--- config.mk ---
export PLATFORM = sky130hd
export DESIGN_NAME = complex_alu_sequencer
export DESIGN_NICKNAME = d
export VERILOG_FILES = /design/src/rtl/cplx_seq_pkg.sv /design/src/rtl/complex_alu_sequencer_rr_arb2.sv /design/src/rtl/complex_alu_sequencer.sv
export SDC_FILE = /design/constraint.sdc
export NUM_CORES = 1
export LEC_CHECK = 0
export ABC_AREA = 0
export BUFFER_PORTS_ARGS = -buffer_cell sky130_fd_sc_hd__buf_2
export CAP_MARGIN = 20
export CORE_ASPECT_RATIO = 0.7
export CORE_MARGIN = 2
export CORE_UTILIZATION = 30
export CTS_CLUSTER_DIAMETER = 150
export CTS_CLUSTER_SIZE = 8
export DETAILED_ROUTE_END_ITERATION = 10
export PLACE_DENSITY_LB_ADDON = 0.2
export SLEW_MARGIN = 20
export SYNTH_ARGS = -nofsm -noshare
export SYNTH_HDL_FRONTEND = slang
export SYNTH_SLANG_ARGS = --single-unit
--- constraint.sdc ---
create_clock -name clk -period 2.9 [get_ports clk]
set_input_delay 0 -clock clk [delete_from_list [all_inputs] [get_ports clk]]
set_output_delay 0 -clock clk [all_outputs]
set_load 0.01 [all_outputs]
--- src/rtl/cplx_seq_pkg.sv ---
// Encodings, FSM states and branch-mask helper shared by the complex-ALU
// mul/div sequencer and its testbench.
package cplx_seq_pkg;

  localparam int CKPT_W     = 8;
  localparam int CKPT_LOG_W = 3;

  typedef enum logic [1:0] {
    OP_MUL  = 2'b00,
    OP_MULU = 2'b01,
    OP_DIV  = 2'b10,
    OP_DIVU = 2'b11
  } op_e;

  // IDLE arbitrate | LAUNCH start pulse | BUSY await done | DRAIN discard | HOLD present result
  typedef enum logic [2:0] {
    S_IDLE,
    S_LAUNCH,
    S_BUSY,
    S_DRAIN,
    S_HOLD
  } state_e;

  function automatic logic [CKPT_W-1:0] mask_clr(input logic [CKPT_W-1:0]     mask,
                                                 input logic [CKPT_LOG_W-1:0] id);
    logic [CKPT_W-1:0] bit_w;
    bit_w     = '0;
    bit_w[id] = 1'b1;
    return mask & ~bit_w;
  endfunction

endpackage

--- src/rtl/complex_alu_sequencer_rr_arb2.sv ---
// Two-requester round-robin arbiter; the pointer moves past the granted lane
// only when a grant is actually taken.
module rr_arb2 (
  input  logic       clk,
  input  logic       reset,
  input  logic [1:0] req,
  input  logic       advance,
  output logic [1:0] gnt
);

  logic ptr_q;

  always_comb begin
    gnt = req;
    if (req == 2'b11) gnt = ptr_q ? 2'b10 : 2'b01;
  end

  always_ff @(posedge clk or negedge reset) begin
    if (!reset)                ptr_q <= 1'b0;
    else if (advance && |req)  ptr_q <= gnt[0];
  end

endmodule

--- src/rtl/complex_alu_sequencer.sv ---
// Shares one multi-cycle mul/div unit between two complex-ALU issue lanes:
// round-robin grant, launch, result capture, branch-mask tracking and squash.
module complex_alu_sequencer
  import cplx_seq_pkg::*;
#(
  parameter int DATA_W   = 32,
  parameter int TAG_W    = 20,
  parameter int CKPT     = CKPT_W,
  parameter int CKPT_LOG = CKPT_LOG_W
) (
  input  logic                clk,
  input  logic                reset,
  input  logic                req0_valid_i,
  input  logic [1:0]          req0_op_i,
  input  logic [DATA_W-1:0]   req0_a_i,
  input  logic [DATA_W-1:0]   req0_b_i,
  input  logic [CKPT-1:0]     req0_mask_i,
  input  logic [TAG_W-1:0]    req0_tag_i,
  output logic                req0_ready_o,
  input  logic                req1_valid_i,
  input  logic [1:0]          req1_op_i,
  input  logic [DATA_W-1:0]   req1_a_i,
  input  logic [DATA_W-1:0]   req1_b_i,
  input  logic [CKPT-1:0]     req1_mask_i,
  input  logic [TAG_W-1:0]    req1_tag_i,
  output logic                req1_ready_o,
  input  logic                ctrlVerified_i,
  input  logic                ctrlMispredict_i,
  input  logic [CKPT_LOG-1:0] ctrlSMTid_i,
  output logic                unit_start_o,
  output logic [1:0]          unit_op_o,
  output logic [DATA_W-1:0]   unit_a_o,
  output logic [DATA_W-1:0]   unit_b_o,
  input  logic                unit_done_i,
  input  logic [2*DATA_W-1:0] unit_result_i,
  output logic                out_valid_o,
  input  logic                out_ready_i,
  output logic [2*DATA_W-1:0] out_result_o,
  output logic [TAG_W-1:0]    out_tag_o,
  output logic [CKPT-1:0]     out_mask_o
);

  state_e              state_q;
  logic                start_q, valid_q;
  logic [1:0]          op_q;
  logic [DATA_W-1:0]   a_q, b_q;
  logic [TAG_W-1:0]    tag_q;
  logic [CKPT-1:0]     mask_q;
  logic [2*DATA_W-1:0] result_q;

  logic                idle_w, clr_w, kill_held_w, kill_req_w;
  logic [1:0]          req_w, gnt_w;
  logic [1:0]          sel_op_w;
  logic [DATA_W-1:0]   sel_a_w, sel_b_w;
  logic [CKPT-1:0]     sel_mask_w;
  logic [TAG_W-1:0]    sel_tag_w;

  assign idle_w = (state_q == S_IDLE);
  assign req_w  = {req1_valid_i, req0_valid_i} & {2{idle_w}};

  rr_arb2 u_arb (
    .clk     (clk),
    .reset   (reset),
    .req     (req_w),
    .advance (idle_w),
    .gnt     (gnt_w)
  );

  // Gated with reset so ready reads 0 while reset is held, even with requests pending.
  assign req0_ready_o = reset & gnt_w[0];
  assign req1_ready_o = reset & gnt_w[1];

  assign sel_op_w   = gnt_w[1] ? req1_op_i   : req0_op_i;
  assign sel_a_w    = gnt_w[1] ? req1_a_i    : req0_a_i;
  assign sel_b_w    = gnt_w[1] ? req1_b_i    : req0_b_i;
  assign sel_mask_w = gnt_w[1] ? req1_mask_i : req0_mask_i;
  assign sel_tag_w  = gnt_w[1] ? req1_tag_i  : req0_tag_i;

  assign clr_w       = ctrlVerified_i & ~ctrlMispredict_i;
  assign kill_held_w = ctrlVerified_i & ctrlMispredict_i & mask_q[ctrlSMTid_i];
  assign kill_req_w  = ctrlVerified_i & ctrlMispredict_i & sel_mask_w[ctrlSMTid_i];

  always_ff @(posedge clk or negedge reset) begin
    if (!reset) begin
      state_q  <= S_IDLE;
      start_q  <= 1'b0;
      valid_q  <= 1'b0;
      op_q     <= '0;
      a_q      <= '0;
      b_q      <= '0;
      tag_q    <= '0;
      mask_q   <= '0;
      result_q <= '0;
    end else begin
      start_q <= 1'b0;
      if (!idle_w && clr_w) mask_q <= mask_clr(mask_q, ctrlSMTid_i);
      case (state_q)
        S_IDLE: begin
          if (|gnt_w && !kill_req_w) begin
            op_q    <= sel_op_w;
            a_q     <= sel_a_w;
            b_q     <= sel_b_w;
            tag_q   <= sel_tag_w;
            mask_q  <= clr_w ? mask_clr(sel_mask_w, ctrlSMTid_i) : sel_mask_w;
            start_q <= 1'b1;
            state_q <= S_LAUNCH;
          end
        end
        S_LAUNCH: state_q <= kill_held_w ? S_DRAIN : S_BUSY;
        S_BUSY: begin
          // A done that coincides with the kill is consumed here, so no drain needed.
          if (kill_held_w) begin
            state_q <= unit_done_i ? S_IDLE : S_DRAIN;
          end else if (unit_done_i) begin
            result_q <= unit_result_i;
            valid_q  <= 1'b1;
            state_q  <= S_HOLD;
          end
        end
        S_DRAIN: if (unit_done_i) state_q <= S_IDLE;
        S_HOLD: begin
          if (kill_held_w || out_ready_i) begin
            valid_q <= 1'b0;
            state_q <= S_IDLE;
          end
        end
        default: state_q <= S_IDLE;
      endcase
    end
  end

  assign unit_start_o = start_q;
  assign unit_op_o    = op_q;
  assign unit_a_o     = a_q;
  assign unit_b_o     = b_q;
  assign out_valid_o  = valid_q;
  assign out_result_o = result_q;
  assign out_tag_o    = tag_q;
  assign out_mask_o   = mask_q;

  a_no_stray_done: assert property (@(posedge clk) disable iff (!reset)
    !(unit_done_i && (idle_w || state_q == S_HOLD)));

endmodule

======== Word-level counts from Yosys, hierarchy flattened ========
Index checks and enable logic that the tools add are counted.
storage, ports and cells
  bits in latches ......................... 0
  memories ................................ 0
  flip-flop bits (word level) ............. 164
  input port bits ......................... 263
  output and inout bits ................... 162
  bits in writable memories ............... 0
  ROM bits ................................ 0
cells by class
  eq/ne operators ......................... 11
  divide/modulo/power cells ............... 0
  magnitude comparators ................... 2
  shift operators ......................... 0
  add/sub/neg operators ................... 0
  reduce and logical (&&, ||, !) cells .... 15
  multipliers ............................. 0
  bitwise gates (word level) .............. 12
  muxes and demuxes ....................... 31
operators by type and width
  operator                                                                              count
  32-bit two-way mux                                                                    2
  8-bit two-way mux                                                                     5
  20-bit two-way mux                                                                    1
  8-bit bitwise AND                                                                     2
  3-bit two-way mux                                                                     5
  3-bit one-hot mux with 5 select lines                                                 1
  1-bit two-way mux                                                                     9
  2-bit two-way mux                                                                     4
  2-bit != test (second input constant)                                                 4
  8-bit NOT                                                                             1
  4-bit AND reduction                                                                   2
  1-bit bitwise AND                                                                     6
  1-bit binary-select mux with 3-bit select                                             2
  3-bit by 2-bit == test with 1-bit output (second input constant)                      2
  1-bit logical AND                                                                     4
  3-bit by 4-bit < comparator with 1-bit output (second input constant)                 1
  2-bit OR reduction                                                                    2
  1-bit demux with 3-bit select                                                         1
  3-bit by 1-bit == test with 1-bit output (second input constant)                      1
  3-bit == test (second input constant)                                                 1
  3-bit by 1-bit greater-or-equal comparator with 1-bit output (second input constant)  1
  3-bit logical NOT                                                                     1
  3-bit != test (second input constant)                                                 1
  3-bit AND reduction                                                                   1
  9 further kinds                                                                       11

======== Logic depth before layout (Yosys ltp) ========
Gate-level depths: netlist (run 1).
  depth in word-level cells ............... 12
  depth in mapped cells ................... 9
  depth with buffers taken out ............ 6

======== Modules after synthesis ========
A second synthesis (run 1) with hierarchy kept.
second synthesis, totals
  cells, all modules ...................... 625
  area total of the unflattened synthesis .. 7,622.3 µm²
modules (own cells, without submodules)
  module                 times used  area each (µm²)  cells each  seq. area each (µm²)
  complex_alu_sequencer  1           7,567.3          619         4,078.9
  rr_arb2                1           55.1             6           25.0

======== Least setup slack after synthesis (run 1) ========
Ideal clock, no wire load.
  kind .................................... reg2reg
  from .................................... register state_q[2]
  to ...................................... register tag_q[10], in the netlist out_tag_o[10]
  path slack .............................. 354 ps
  required time ........................... 2,775 ps
  arrival ................................. 2,420 ps
  period minus slack after synthesis ...... 2,546 ps
  path buffers ............................ 2
  stages on the path, launching flop included .. 9
  path through ............................ dfrtp_1 -> or3_4 -> o311ai_2 -> o2111ai_1 -> o31ai_4 -> inv_2 -> buf_6 -> buf_6 -> mux2_4
between the ends
  longest elaborated chain between the ends .. 11
ends and longest elaborated chain
  element                                    RTL line                                                  source
  from (decl)                                complex_alu_sequencer.sv:43                               state_e state_q;
  from (signal assigned)                     complex_alu_sequencer.sv:109                              S_LAUNCH: state_q <= kill_held_w ? S_DRAIN : S_BUSY;
  from (signal assigned)                     complex_alu_sequencer.sv:113                              state_q <= unit_done_i ? S_IDLE : S_DRAIN;
  3-bit logical NOT *                        complex_alu_sequencer.sv:58, complex_alu_sequencer.sv:97
  2-bit bitwise AND                          complex_alu_sequencer.sv:59                               assign req_w = {req1_valid_i, req0_valid_i} & {2{idle_w}};
  2-bit == test                              complex_alu_sequencer_rr_arb2.sv:15                       if (req == 2'b11) gnt = ptr_q ? 2'b10 : 2'b01;
  2-bit two-way mux                          complex_alu_sequencer_rr_arb2.sv:15
  8-bit two-way mux                          complex_alu_sequencer.sv:76                               assign sel_mask_w = gnt_w[1] ? req1_mask_i : req0_mask_i;
  1-bit binary-select mux with 3-bit select  complex_alu_sequencer.sv:81                               assign kill_req_w = ctrlVerified_i & ctrlMispredict_i & sel_mask_w[ctrlSMTid_i];
  1-bit two-way mux (implied by the code)    complex_alu_sequencer.sv:81
  1-bit bitwise AND                          complex_alu_sequencer.sv:81
  1-bit logical NOT                          complex_alu_sequencer.sv:99                               if (|gnt_w && !kill_req_w) begin
  1-bit logical AND                          complex_alu_sequencer.sv:99
  2-bit AND reduction (no line)              -
  to (signal assigned)                       complex_alu_sequencer.sv:103                              tag_q <= sel_tag_w;
  to (decl)                                  complex_alu_sequencer.sv:47                               logic [TAG_W-1:0] tag_q;
Every way passes the cells marked *; elsewhere a longest branch is shown, timed or not. The select of a mux whose other input is x is not followed.
A chain may end at the register's enable or synchronous reset.

======== Worst setup path after layout (run 1) ========
  from .................................... register state_q[2]
  to ...................................... register mask_q[3], in the netlist out_mask_o[3]
between the ends
  longest elaborated chain between the ends .. 12
ends and longest elaborated chain
  element                                    RTL line                                                  source
  3-bit logical NOT *                        complex_alu_sequencer.sv:58, complex_alu_sequencer.sv:97
  2-bit bitwise AND                          complex_alu_sequencer.sv:59
  2-bit == test                              complex_alu_sequencer_rr_arb2.sv:15
  2-bit two-way mux                          complex_alu_sequencer_rr_arb2.sv:15
  8-bit two-way mux                          complex_alu_sequencer.sv:76
  1-bit binary-select mux with 3-bit select  complex_alu_sequencer.sv:81
  1-bit two-way mux (implied by the code)    complex_alu_sequencer.sv:81
  1-bit bitwise AND                          complex_alu_sequencer.sv:81
  1-bit logical NOT                          complex_alu_sequencer.sv:99
  1-bit logical AND                          complex_alu_sequencer.sv:99
  8-bit two-way mux                          complex_alu_sequencer.sv:99
  8-bit two-way mux *                        complex_alu_sequencer.sv:97                               case (state_q)
  to (signal assigned)                       complex_alu_sequencer.sv:96                               if (!idle_w && clr_w) mask_q <= mask_clr(mask_q, ctrlSMTid_i);
  to (signal assigned)                       complex_alu_sequencer.sv:104                              mask_q <= clr_w ? mask_clr(sel_mask_w, ctrlSMTid_i) : sel_mask_w;
  to (decl)                                  complex_alu_sequencer.sv:48                               logic [CKPT-1:0] mask_q;
Marked as above.

==> results of run 1 <==
-- per-layer routing --
metal / wire (um) / vias up / GRT usage / share of wire
met2: 13200 / 288 / 0.349 / 0.50
met4: 486 / 0 / 0.0618 / 0.018
met5: 0 / - / 0 / 0
li1: - / 3684 / - / -
met3: 1930 / 33 / 0.0595 / 0.073
met1: 10800 / 3637 / 0.231 / 0.41
-- cell families (layout without fill, tap and decap cells) --
| family | count (synthesis) | count (layout) | synth area share |
|---|---|---|---|
| simple gates | 308 | 308 | 0.159 |
| mux | 175 | 175 | 0.267 |
| flops | 164 | 164 | 0.530 |
| buf+inv | 42 | 721 | 0.0257 |
| compound gates | 16 | 16 | 0.0171 |
| xor+xnor | 1 | 1 | 0.00113 |
-- flip-flops by register name, summed over array words and instances, names as in the netlist --
signal,cells
unit_op_o,2
out_mask_o,8
out_tag_o,20
unit_start_o,1
out_valid_o,1
unit_b_o,32
out_result_o,64
unit_a_o,32
state_q,3
u_arb.ptr_q,1
-- final timing paths --
check	startpoint	end	slack [ns]	depth (start not counted)
max	state_q[2]	out_mask_o[3]	0.24	7
min	req1_mask_i[1]	out_mask_o[1]	0.03	4
max reg2reg	state_q[2]	out_mask_o[3]	0.24	7
min reg2reg	out_tag_o[5]	out_tag_o[5]	0.50	1
max in group asynchronous	reset	unit_b_o[15]	1.92	3
min in group asynchronous	reset	unit_a_o[24]	0.09	2
-- through the flow --
step | power (mW) | hold slack [ns] | util | instances | setup WS, ns
2_1_floorplan | 7.30 | -0.296 | - | 706 | 0.354
3_3_place_gp | 9.47 | -0.0320 | 0.404 | 1436 | 0.445
3_5_place_dp | 9.56 | -0.0297 | 0.404 | 1436 | 0.421
4_1_cts | 12.6 | 0.000958 | 0.524 | 1716 | 0.225
5_1_grt | 13.3 | 0.0273 | 0.524 | 1716 | 0.0700
6_report | 12.5 | 0.0254 | 0.524 | 1716 | 0.236
-- area by class of cell --
class                      count  area, um^2
timing repair buffer         687        4800
inverter                       3        13.8
multi-input combinational    500        3450
tap                          331         414
sequential                   164        4100
clock inverter                 9         128
clock buffer                  22         454
fill                        2197       12100
-- power by group through the flow --
stage | clock [mW] | combinational (mW) | sequential [mW]
2_1_floorplan | 0 | 2.67 | 4.64
3_3_place_gp | 0 | 5.41 | 4.06
3_5_place_dp | 0 | 5.47 | 4.09
4_1_cts | 2.38 | 6.14 | 4.07
5_1_grt | 2.48 | 6.62 | 4.23
6_report | 2.30 | 6.12 | 4.07
-- cell usage in the layout (no fill, tap or decap), types with 2 or more instances in the layout --
cell type,n
clkbuf_1,4
mux2_2,140
dfrtp_1,164
o31ai_1,2
nor2b_1,3
buf_12,6
dlygate4sd3_1,249
nor2_1,6
clkbuf_16,17
buf_4,8
mux2i_1,13
nand2_1,279
buf_2,423
clkinv_2,4
inv_1,2
o21ai_0,3
nor3_2,2
nand3_1,6
bufinv_16,3
nand4b_1,2
mux4_2,4
a21oi_1,4
and4_1,2
mux2_4,18
-- synthesized netlist by cell type, drive strengths merged --
| cell | number |
|---|---|
| a211oi | 1 |
| a21oi | 4 |
| a2bb2oi | 1 |
| a31oi | 1 |
| and2 | 1 |
| and3b | 1 |
| and4 | 2 |
| buf | 16 |
| clkbuf | 23 |
| dfrtp | 164 |
| inv | 3 |
| mux2 | 158 |
| mux2i | 13 |
| mux4 | 4 |
| nand2 | 279 |
| nand2b | 1 |
| nand3 | 7 |
| nand4 | 1 |
| nand4b | 2 |
| nor2 | 6 |
| nor2b | 3 |
| nor3 | 2 |
| nor3b | 1 |
| o2111ai | 1 |
| o21ai | 3 |
| o311ai | 1 |
| o31ai | 3 |
| o32ai | 1 |
| or3 | 1 |
| or4 | 1 |
| xnor2 | 1 |
-- worst reg2reg max path: cells and delay by family, from the launching register on --
kind / cells / cell delay (ns)
buffers and inverters: 2 / 0.91
multiplexers: 2 / 0.45
AND/OR/NAND/NOR: 3 / 0.79
flip-flops: 1 / 0.42
==> results_dict.tcl, run 1 <==
set metrics [dict create \
    grt_use_total 0.198 \
    grt_remaining_overflow 0 \
    antenna_left 0 \
    h-tree-depth 4 \
    rsz0062_at_grt "no" \
    critPathLaunchType "flip-flop" \
    grt_max_degree 94 \
    place_area_um2 10300 \
    setup_tns_ns 0 \
    dieArea_um2 27100 \
    first_iter_violations 226 \
    period_minus_slack_ns 2.66 \
    yosysSeqAreaShare 0.530 \
    ctsResizeCount 0 \
    synth.distinct_cells 37 \
    p_sw_mw 4.35 \
    critical_path_class "reg2reg" \
    syn-cell-area_um2 7740 \
    cts.sink_count 164 \
    max_freq_mhz 375 \
    clkTransAtPathRegs_ns 0.07 \
    finalInstanceArea_um2 13400 \
    antenna_found_initial 0 \
    drv_cap 0 \
    clockRootBuffer "clkbuf_16" \
    internal_power_mw 8.14 \
    cp_num_buf_inv 2 \
    cp_slowest_stage_delay_ns 0.57 \
    routedWlPerCell_um 15.4 \
    cp_max_fo 75 \
    combPwrFrac 0.490 \
    crit_arrival_ns 2.98 \
    hold_path.class "in2reg" \
    yosys.area.top_type "dfrtp_1" \
    yosys.area.top_type_share 0.530 \
    hold_viol 0 \
    antenna_cells 0 \
    p_leak_nw 6.80 \
    syn_nets 969 \
    netlist_instances 706 \
    drv_slew 0 \
    grt_pass1_wl_um 42300 \
    p_clk_frac 0.184 \
    ys_seq_elements 164 \
    setup_violations 0 \
    power_density_nw_per_um2 935 \
    critical_path_required_ns 3.21 \
    cts_inserted_buffers 17 \
    end_kind "flip-flop" \
    post-cts-setup-buffer-count 0 \
    cp_slowest_cell "dlygate4sd3_1" \
    syn_area_per_cell_um2 11.0 \
    synthTopCellsByArea "dfrtp_1, mux2_2, nand2_1" \
    cts_tree "yes" \
    dp_hpwl_um 17800 \
    vias_per_cell 4.45 \
    core_region_area_um2 25500 \
    grt_pass1_vias 8147 \
    pin_count 425 \
    start_util 0.303 \
    ir_drop_uv 468 \
    power_frac_seq 0.325 \
    num_rows 49 \
    outcome "complete, no violations" \
    drive_above_1_share 0.459 \
    crit_chain "or3_4 > nor3_2 > buf_12 > mux2_2 > dlygate4sd3_1 > nand2_1 > mux2i_1" \
    die_h_um 138 \
    cts_hold_buffers 249 \
    drc 0 \
    finalWirelength_um 26400 \
    tightest_slew_ns 0.781 \
    fin_skew_ns 0.0168 \
    num-nets-final 1636 \
    syn_to_final_growth_pct 72.8 \
    fp.dieW_um 196 \
    yosysWarnings 0 \
    cts_buffer_depth 2 \
    critical_path.top_delay_family "buffers and inverters" \
    fin_crit_sh 0.918 \
    gp_congestion 0.815 \
    via_count 7642 \
    dr.pass1.iters 4 \
    insertion_delay_ns 0.43 \
    switching_share 0.348 \
    relSlewSlack 0.479 \
    port_buffers 424 \
]
Power figures use the tool's default switching activity.
==> run 2: changes to the inputs <==
--- a/config.mk
+++ b/config.mk
@@ -14,7 +14,7 @@
 export CTS_CLUSTER_DIAMETER = 150
 export CTS_CLUSTER_SIZE = 8
 export DETAILED_ROUTE_END_ITERATION = 10
-export PLACE_DENSITY_LB_ADDON = 0.2
+export PLACE_DENSITY_LB_ADDON = 0.12
 export SLEW_MARGIN = 20
 export SYNTH_ARGS = -nofsm -noshare
 export SYNTH_HDL_FRONTEND = slang
==> run 2 against run 1 <==
Via count is 0.30% lower. Fmax grew 0.61%. First-iteration DRC count grew 22%. Clock-buffer cell count decreased by 4. Critical path type unchanged. Die area unchanged. Register-to-register slack gained 0.02 ns. Clock power is 4% lower. Sequential share of layout area about the same. Wire length hardly changed. Core utilization increased by 0.064 points. Sequential power about the same. Cell area grew 0.12%.
==> results_dict.tcl, run 2 (synthesis results as in run 1) <==
set metrics [dict create \
    outcome "complete, no violations" \
    ir_drop_uv 429 \
    fill_cells 2321 \
    num_rows 49 \
    drive_above_1_share 0.461 \
    core_region_area_um2 25500 \
    tightest_slew_ns 0.928 \
    finalInstanceArea_um2 13400 \
    drc 0 \
    relSlewSlack 0.382 \
    vias_per_cell 4.42 \
    clkTransAtPathRegs_ns 0.06 \
    finalWirelength_um 26400 \
    drv_slew 0 \
    period_minus_slack_ns 2.65 \
    setup_tns_ns 0 \
    dp_hpwl_um 18300 \
    port_buffers 424 \
    cts_buffer_depth 2 \
    largest_reg_flops 64 \
    critPathLaunchType "flip-flop" \
    first_iter_violations 275 \
    clockRootBuffer "clkbuf_16" \
    syn_to_final_growth_pct 73.0 \
    cts.sink_count 164 \
    insertion_delay_ns 0.43 \
    grt_remaining_overflow 0 \
    grt_pass1_vias 7938 \
    fin_crit_sh 0.913 \
    crit_arrival_ns 3.02 \
    fin_skew_ns 0.0104 \
    grt_pass1_wl_um 41600 \
    fp.dieW_um 196 \
    post-cts-setup-buffer-count 0 \
    dr.pass1.iters 4 \
    layout_commonest_cell "buf_2" \
    place_area_um2 10300 \
    die_h_um 138 \
    hold_viol 0 \
    layout_common_cells "buf_2, nand2_1, dlygate4sd3_1" \
    cts_tree "yes" \
    num-nets-final 1642 \
    h-tree-depth 4 \
    antenna_found_initial 0 \
    critical_path_required_ns 3.27 \
    grt_use_total 0.194 \
    end_kind "flip-flop" \
    dieArea_um2 27100 \
    antenna_left 0 \
    critical_path_class "reg2reg" \
    start_util 0.303 \
    grt_max_degree 87 \
    cts_inserted_buffers 17 \
    hold_path.class "in2reg" \
    setup_violations 0 \
    ctsResizeCount 0 \
    via_count 7619 \
    rsz0062_at_grt "no" \
    antenna_cells 0 \
    pin_count 425 \
    gp_congestion 0.798 \
    power_density_nw_per_um2 924 \
    cp_max_fo 40 \
    max_freq_mhz 378 \
    drv_cap 0 \
    p_leak_nw 6.80 \
    cts_hold_buffers 254 \
    routedWlPerCell_um 15.3 \
]
==> run 2: cell types whose count changed in the layout (fill, tap and decap cells not counted), moves of 3 or more <==
cell	change
buf_4	+3
clkbuf_1	-4
clkinvlp_4	+6
dlygate4sd3_1	+5
==> run 2: metrics by stage <==
| step | setup slack (ns) | hold WS [ns] | cells | total power, mW | util |
|---|---|---|---|---|---|
| 2_1_floorplan | 0.354 | -0.296 | 706 | 7.30 | - |
| 6_report | 0.253 | 0.0282 | 1723 | 12.4 | 0.525 |
| 3_3_place_gp | 0.374 | 0.0378 | 1437 | 9.48 | 0.403 |
| 4_1_cts | 0.242 | 0.0000373 | 1723 | 12.5 | 0.525 |
| 3_5_place_dp | 0.340 | 0.0294 | 1437 | 9.55 | 0.403 |
| 5_1_grt | 0.0669 | 0.0312 | 1723 | 13.2 | 0.525 |
==> run 2: layout make-up <==
| cell class | count | area, um^2 | area share |
|---|---|---|---|
| Multi-Input combinational cell | 500 | 3450 | 0.258 |
| Timing Repair Buffer | 693 | 4830 | 0.361 |
| Clock buffer | 18 | 439 | 0.0328 |
| Sequential cell | 164 | 4100 | 0.307 |
| Clock inverter | 14 | 126 | 0.00944 |
| Inverter | 3 | 13.8 | 0.00103 |
| Tap cell | 331 | 414 | 0.0309 |
==> run 2: worst paths after layout <==
path / start / to / slack (ns) / cells past startpoint
setup / recovery: state_q[2] / unit_b_o[25] / 0.25 / 8
max in group asynchronous: reset / out_mask_o[2] / 1.93 / 3
hold reg to reg: out_result_o[21] / out_result_o[21] / 0.50 / 1
hold / removal: req0_valid_i / state_q[0] / 0.03 / 3
setup reg to reg: state_q[2] / unit_b_o[25] / 0.25 / 8
min in group asynchronous: reset / unit_a_o[24] / 0.13 / 2
==> run 2: report_power, final <==
part           internal [mW]  total (mW)  switching [mW]
registers               3.48        4.08           0.599
logic                   3.27        6.09            2.81
clock network           1.21        2.20           0.989
==> run 2: layer usage <==
metal  track usage  wire length [um]
met3        0.0503              1570
met5             0                 0
met2         0.341             13000
met4        0.0610               476
met1         0.233             11300
==> run 2: worst max-delay path, stage by stage, from the launching register on <==
cell           delay, ns
dfrtp_1             0.42
or3_4               0.43
nor3_2              0.19
buf_4               0.22
buf_4               0.40
nand2_1             0.09
nand2_1             0.07
dlygate4sd3_1       0.58
mux2_2              0.15
